`src/rtl/bus_port_fifo.sv`:
```
// bus_port_fifo: per-device transmit FIFO between one bus device and the
// bus arbiter. The device pushes opaque packets {dest_id, payload}. The
// arbiter sees pndng, reads the head packet on D_pop (first-word
// fall-through) and dequeues it with pop. Occupancy is tracked by an
// explicit counter so DEPTH need not be a power of two. Sticky error flags
// record dropped pushes (overflow) and pops while empty (underflow).
module bus_port_fifo #(
  parameter int PCKG_SZ   = 24,
  parameter int DEPTH     = 8,
  parameter int AF_THRESH = 6,
  localparam int CNT_W    = $clog2(DEPTH + 1),
  localparam int PTR_W    = (DEPTH > 1) ? $clog2(DEPTH) : 1
) (
  input  logic               clk,
  input  logic               reset,
  // device side
  input  logic               dev_push,
  input  logic [PCKG_SZ-1:0] dev_data,
  output logic               full,
  output logic               almost_full,
  // arbiter side
  output logic               pndng,
  input  logic               pop,
  output logic [PCKG_SZ-1:0] D_pop,
  // status
  output logic [CNT_W-1:0]   count,
  output logic               overflow,
  output logic               underflow,
  input  logic               clr_err
);

  localparam logic [CNT_W-1:0] DEPTH_C = CNT_W'(DEPTH);
  localparam logic [CNT_W-1:0] AF_C    = CNT_W'(AF_THRESH);
  localparam logic [PTR_W-1:0] LAST_C  = PTR_W'(DEPTH - 1);

  // Circular-buffer pointer advance with explicit wrap at DEPTH-1.
  function automatic logic [PTR_W-1:0] ptr_next(input logic [PTR_W-1:0] p);
    if (p == LAST_C) ptr_next = '0;
    else             ptr_next = p + PTR_W'(1);
  endfunction

  logic [PCKG_SZ-1:0] mem_q [DEPTH];
  logic [PTR_W-1:0]   rd_ptr_q, rd_ptr_d;
  logic [PTR_W-1:0]   wr_ptr_q, wr_ptr_d;
  logic [CNT_W-1:0]   count_q, count_d;
  logic               overflow_q, overflow_d;
  logic               underflow_q, underflow_d;

  logic empty;
  logic is_full;
  logic pop_ok;
  logic push_ok;
  logic push_drop;
  logic pop_bad;

  // Accept/reject decisions. A push into a full FIFO is accepted only when a
  // real pop frees the head slot on the same edge; a pop on an empty FIFO is
  // never accepted, even if a push arrives in the same cycle (no bypass).
  always_comb begin
    empty     = (count_q == '0);
    is_full   = (count_q == DEPTH_C);
    pop_ok    = pop && !empty;
    pop_bad   = pop && empty;
    push_ok   = dev_push && (!is_full || pop_ok);
    push_drop = dev_push && !push_ok;
  end

  // Next-state for pointers, occupancy and sticky error flags.
  always_comb begin
    rd_ptr_d    = rd_ptr_q;
    wr_ptr_d    = wr_ptr_q;
    count_d     = count_q;
    overflow_d  = overflow_q;
    underflow_d = underflow_q;

    if (pop_ok)  rd_ptr_d = ptr_next(rd_ptr_q);
    if (push_ok) wr_ptr_d = ptr_next(wr_ptr_q);

    if (push_ok && !pop_ok)      count_d = count_q + CNT_W'(1);
    else if (pop_ok && !push_ok) count_d = count_q - CNT_W'(1);

    // Clear first so a new error in the same cycle wins.
    if (clr_err) begin
      overflow_d  = 1'b0;
      underflow_d = 1'b0;
    end
    if (push_drop) overflow_d  = 1'b1;
    if (pop_bad)   underflow_d = 1'b1;
  end

  // Control state; asynchronous reset discards all stored packets at once.
  always_ff @(posedge clk or posedge reset) begin
    if (reset) begin
      rd_ptr_q    <= '0;
      wr_ptr_q    <= '0;
      count_q     <= '0;
      overflow_q  <= 1'b0;
      underflow_q <= 1'b0;
    end else begin
      rd_ptr_q    <= rd_ptr_d;
      wr_ptr_q    <= wr_ptr_d;
      count_q     <= count_d;
      overflow_q  <= overflow_d;
      underflow_q <= underflow_d;
    end
  end

  // Packet storage; contents are not reset, validity comes from count_q.
  always_ff @(posedge clk) begin
    if (push_ok) mem_q[wr_ptr_q] <= dev_data;
  end

  // Output decode from registered state only; D_pop is forced to zero when
  // empty so stale memory never leaks onto the arbiter bus.
  always_comb begin
    count       = count_q;
    pndng       = !empty;
    full        = is_full;
    almost_full = (count_q >= AF_C);
    overflow    = overflow_q;
    underflow   = underflow_q;
    D_pop       = empty ? '0 : mem_q[rd_ptr_q];
  end

endmodule

```
`config.mk`:
```
export PLATFORM = sky130hd
export DESIGN_NAME = bus_port_fifo
export DESIGN_NICKNAME = d
export VERILOG_FILES = /design/src/rtl/bus_port_fifo.sv
export SDC_FILE = /design/constraint.sdc
export NUM_CORES = 1
export LEC_CHECK = 0
export CAP_MARGIN = 20
export CORE_MARGIN = 5
export CORE_UTILIZATION = 50
export CTS_BUF_LIST = sky130_fd_sc_hd__clkbuf_8
export DETAILED_ROUTE_END_ITERATION = 10
export GPL_ROUTABILITY_DRIVEN = 0
export PLACE_DENSITY = 0.81
export SETUP_SLACK_MARGIN = 0.4
export SLEW_MARGIN = 20
export SYNTH_ARGS = -nofsm -noshare
export SYNTH_HDL_FRONTEND = slang
export SYNTH_SLANG_ARGS = --single-unit
```
`constraint.sdc`:
```
create_clock -name clk -period 4.5 [get_ports clk]
set_input_delay 1.125 -clock clk [delete_from_list [all_inputs] [get_ports clk]]
set_output_delay 1.125 -clock clk [all_outputs]
set_load 0.01 [all_outputs]
```
## Yosys cells after proc, flatten, opt, wreduce, memory -nomap -nowiden

Memories as Yosys holds them, arrays and structs flattened.
Index checks and enable logic that the tools add are counted.

| cells by class | value |
|---|---|
| $add $sub $neg | 4 |
| $lt $le $gt $ge | 1 |
| equal/unequal tests | 3 |
| multiplexer cells | 10 |
| reductions and logical operators | 15 |

Operators with widths:

| operator | count |
|---|---|
| 24-bit two-way mux | 1 |
| 4-bit two-way mux | 2 |
| 3-bit by 1-bit adder with 3-bit output (second input constant) | 2 |
| 3-bit == test (second input constant) | 2 |
| 1-bit logical AND | 6 |
| 3-bit two-way mux | 2 |
| 2-bit nonzero test | 3 |
| 1-bit two-way mux | 5 |
| 4-bit by 1-bit adder with 4-bit output (second input constant) | 1 |
| 4-bit == test (second input constant) | 1 |
| 4-bit by 3-bit greater-or-equal comparator with 1-bit output (second input constant) | 1 |
| 1-bit zero test | 4 |
| 4-bit zero test | 1 |
| 4-bit by 1-bit subtractor with 4-bit output (second input constant) | 1 |
| 1-bit logical OR | 1 |

| word-level totals | value |
|---|---|
| register bits after elaboration | 12 |
| RAM bits | 192 |
| input bits | 29 |
| logic and storage cells | 39 |
| memories | 1 |

Memory list:

| memory | depth | width | read ports | clocked after memory_dff | write ports | RTL line | RTL |
|---|---|---|---|---|---|---|---|
| mem_q | 8 | 24 | 1 | 0 | 1 | 42 | `logic [PCKG_SZ-1:0] mem_q [DEPTH];` |

## Depth between registers and ports, before layout

| logic depth | value |
|---|---|
| depth in word-level cells | 9 |
| mapped depth | 9 |
| depth with buffers taken out | 9 |

## Worst setup path before layout

OpenSTA, ideal clock, no wires.

| timing | value |
|---|---|
| path type | input -> register |
| start point | in pop |
| end point | mem mem_q[2][0] (enable) |
| setup time | 0.474 ns |
| arrival | 3.781 ns |
| required time | 4.026 ns |
| slack | 0.244 ns |
| stages | 2 |
| path buffers | 0 |
| path through | o21ai_4 nor4b_1 |

| between the ends | value |
|---|---|
| cells in the longest elaborated chain, start to end | 5 |

RTL lines:

| element | RTL line | RTL |
|---|---|---|
| start: declaration | 23 | `input logic pop,` |
| 1-bit logical AND | 62 | `pop_ok = pop && !empty;` |
| 1-bit logical OR | 64 | `push_ok = dev_push && (!is_full \|\| pop_ok);` |
| 1-bit logical AND | 64 |  |
| 1-bit two-way mux | 110 | `if (push_ok) mem_q[wr_ptr_q] <= dev_data;` |
| 1-bit two-way mux (implied by the code) | 110 |  |
| end: declaration | 42 |  |

Every way passes these cells.

## Worst setup path in the final report

| timing | value |
|---|---|
| start point | reg rd_ptr_q[0] |
| end point | out D_pop[10] |

| between the ends | value |
|---|---|
| cells in the longest elaborated chain, start to end | 2 |

RTL lines:

| element | RTL line | RTL |
|---|---|---|
| start: declaration | 43 | `logic [PTR_W-1:0] rd_ptr_q, rd_ptr_d;` |
| start signal: assignment | 100 | `rd_ptr_q <= rd_ptr_d;` |
| memory 8 x 24 bit | -- |  |
| 24-bit two-way mux | 122 | `D_pop = empty ? '0 : mem_q[rd_ptr_q];` |
| end: declaration | 24 | `output logic [PCKG_SZ-1:0] D_pop,` |

Every way passes these cells.

==> flow_metrics.tcl <==
set metrics [dict create \
    outcome "finished clean" \
    power_density_nw_per_um2 658 \
    grt.busiest_layer "met2" \
    fin_nets 481 \
    holdPathStages 2 \
    startpoint_type "flip-flop" \
    syn_inst 355 \
    final_cells 684 \
    setup_violations 0 \
    grtUsageMet1_pct 22.4 \
    r2r-end "count[3]$_DFFE_PP0P_" \
    dpl.cell_count 626 \
    worstSkewPairLatency_ns 0.54 \
    wl_um 14700 \
    drt_iter0_drc 339 \
    route.detailed.drc 0 \
    leakage_nw 3.18 \
    io_pins 62 \
    dieArea_um2 18500 \
    skew_ns 0.0148 \
    grt_antenna_before_repair 0 \
    finalMaxSlewViolations 0 \
    die-height_um 136 \
    wire_per_inst_um 21.5 \
    max-cap-violations 0 \
    ys_types 40 \
    grtUsageMet2_pct 28.0 \
    overflow 0 \
    synth_edf_count 192 \
    fin_crit_ns 3.87 \
    fin_crit_sh_pct 86.1 \
    ff2ff_path_depth 9 \
    max-slew-margin-rel_pct 66.4 \
    utilization_pct 60.8 \
    cts_buffers 30 \
    place_hpwl_um 7920 \
    synthArstFlopShare_pct 5.88 \
    dr.pass1.iters 4 \
    initial_core_util_pct 50.6 \
    hold_slack_ns 0.533 \
    root_buffer "clkbuf_8" \
    vias 3830 \
    grtUsageMet3_pct 3.18 \
    area_growth_pct 20.1 \
    ys_seq_area_share_pct 76.3 \
    critPathCaptureType "output port" \
    arrival_ns 2.75 \
    crit_required_ns 3.38 \
    synthesis.nets 392 \
    worst-path-max-fanout 25 \
    hold_viol_final 0 \
    hold_path_class "reg -> reg" \
    h-tree-depth 1 \
    rsz0062_at_grt "false" \
    ant_nets 0 \
    die_w_um 136 \
    yosysWarnings 0 \
    clock-sinks 204 \
    synthFlopType "edfxtp_1" \
    synth.avg_cell_area_um2 22.4 \
    rows 46 \
    grt_max_degree 39 \
    drive_gt1_share_pct 27.6 \
    r2r-start "count[0]$_DFFE_PP0P_" \
    port_buffers 61 \
    worst_slack_ns 0.626 \
    clockBufferDepth 3 \
    fmax_mhz 258 \
    min_to "underflow$_DFFE_PP0P_" \
    grt_usage_pct 16.7 \
    final_cell_mix "edfxtp_1, clkdlybuf4s50_1, mux4_2" \
    dpl_worst_slack_ns 0.785 \
    grt_pass1_wl_um 23500 \
    worst_slew_pin_slew_ns 0.502 \
    path_clk_slew_ns 0.06 \
    rrSetupSlack_ns 1.40 \
    n_antenna_cell 0 \
    final_common_cell "edfxtp_1" \
    final_cell_area_um2 9550 \
    ys_seq_elements 204 \
    setup_tns_ns 0 \
    core_area_um2 15700 \
    hold_start "underflow$_DFFE_PP0P_" \
    p_total_mw 6.28 \
    critPathKind "reg -> out" \
    placed_area_um2 8880 \
    ir_worst_vdd_v 0.000396 \
    syn_area_um2 7950 \
    via_per_inst 5.60 \
    grt_pass1_vias 4265 \
    cts_tree "done" \
]
==> power by group <==
group | switching (mW) | internal [mW]
clock | 0.658 | 0.807
combinational | 0.990 | 1.21
sequential | 0.215 | 2.40
total | 1.86 | 4.42
==> per-layer routing <==
layer	routed length (um)	up-vias
li1	-	1686
met1	5970	1984
met2	7510	126
met3	868	34
met4	338	0
met5	0	-
==> repair_timing <==
action,CTS,global route
gates resized for setup,0,1
buffers inserted,2,0
hold buffers,0,0
endpoints found under the setup margin,24,2
==> state kept, by name, indices dropped and copies added, names as in the netlist <==
name / flops
mem_q: 192
count: 4
rd_ptr_q: 3
wr_ptr_q: 3
overflow: 1
underflow: 1
==> cell families after synthesis <==
logic type | share of synthesized area [%]
flip-flops | 76.3
multiplexers | 14.9
AO/OA/AOI/OAI | 3.67
AND/OR/NAND/NOR | 2.00
buffers and inverters | 1.56
adder cells (fa/ha/maj) | 1.35
XOR/XNOR | 0.220
==> synthesized netlist by cell type (2+ instances only) <==
master / number / share of area, %
buf_1: 2 / 0.095
nand2_1: 4 / 0.19
buf_2: 6 / 0.38
nand3b_1: 2 / 0.19
a22o_1: 24 / 2.6
mux2_4: 3 / 0.57
buf_6: 3 / 0.43
xnor2_1: 2 / 0.22
mux2_2: 4 / 0.57
inv_1: 7 / 0.33
or3_2: 2 / 0.19
nor2_1: 5 / 0.24
dfrtp_1: 12 / 3.8
o21ai_0: 2 / 0.13
clkbuf_1: 6 / 0.28
nor3_1: 3 / 0.19
mux4_2: 48 / 14
edfxtp_1: 192 / 73
ha_1: 7 / 1.1
==> how the worst max path moves through the flow <==
stage | start | to | slack (ns) | depth (start not counted)
finish | rd_ptr_q[0]$_DFFE_PP0P_ | D_pop[10] | 0.63 | 4
global route | rd_ptr_q[0]$_DFFE_PP0P_ | D_pop[10] | 0.46 | 4
CTS | count[0]$_DFFE_PP0P_ | D_pop[19] | 0.54 | 6
detailed placement | pop | count[3]$_DFFE_PP0P_ | 0.79 | 9
global placement | rd_ptr_q[0]$_DFFE_PP0P_ | D_pop[19] | 0.90 | 3
floorplan | pop | mem_q[0][0]$_DFFE_PP_ | 0.49 | 2
==> cell type report <==
type | instances | area [um2]
clock buffers | 34 | 468
clock inverters | 22 | 146
fillers | 1071 | 6170
inverters | 8 | 30.0
multi-input cells | 126 | 1810
flip-flops and latches | 204 | 6070
well taps | 216 | 270
repair buffers | 74 | 746
==> worst max-delay path, stage by stage (launching register included) <==
cell and delay [ns]:
dfrtp_4 0.68, buf_12 0.29, mux4_2 0.52, a22o_1 0.23, clkdlybuf4s50_1 0.48
Note: power is estimated with default switching activity, not from simulation.
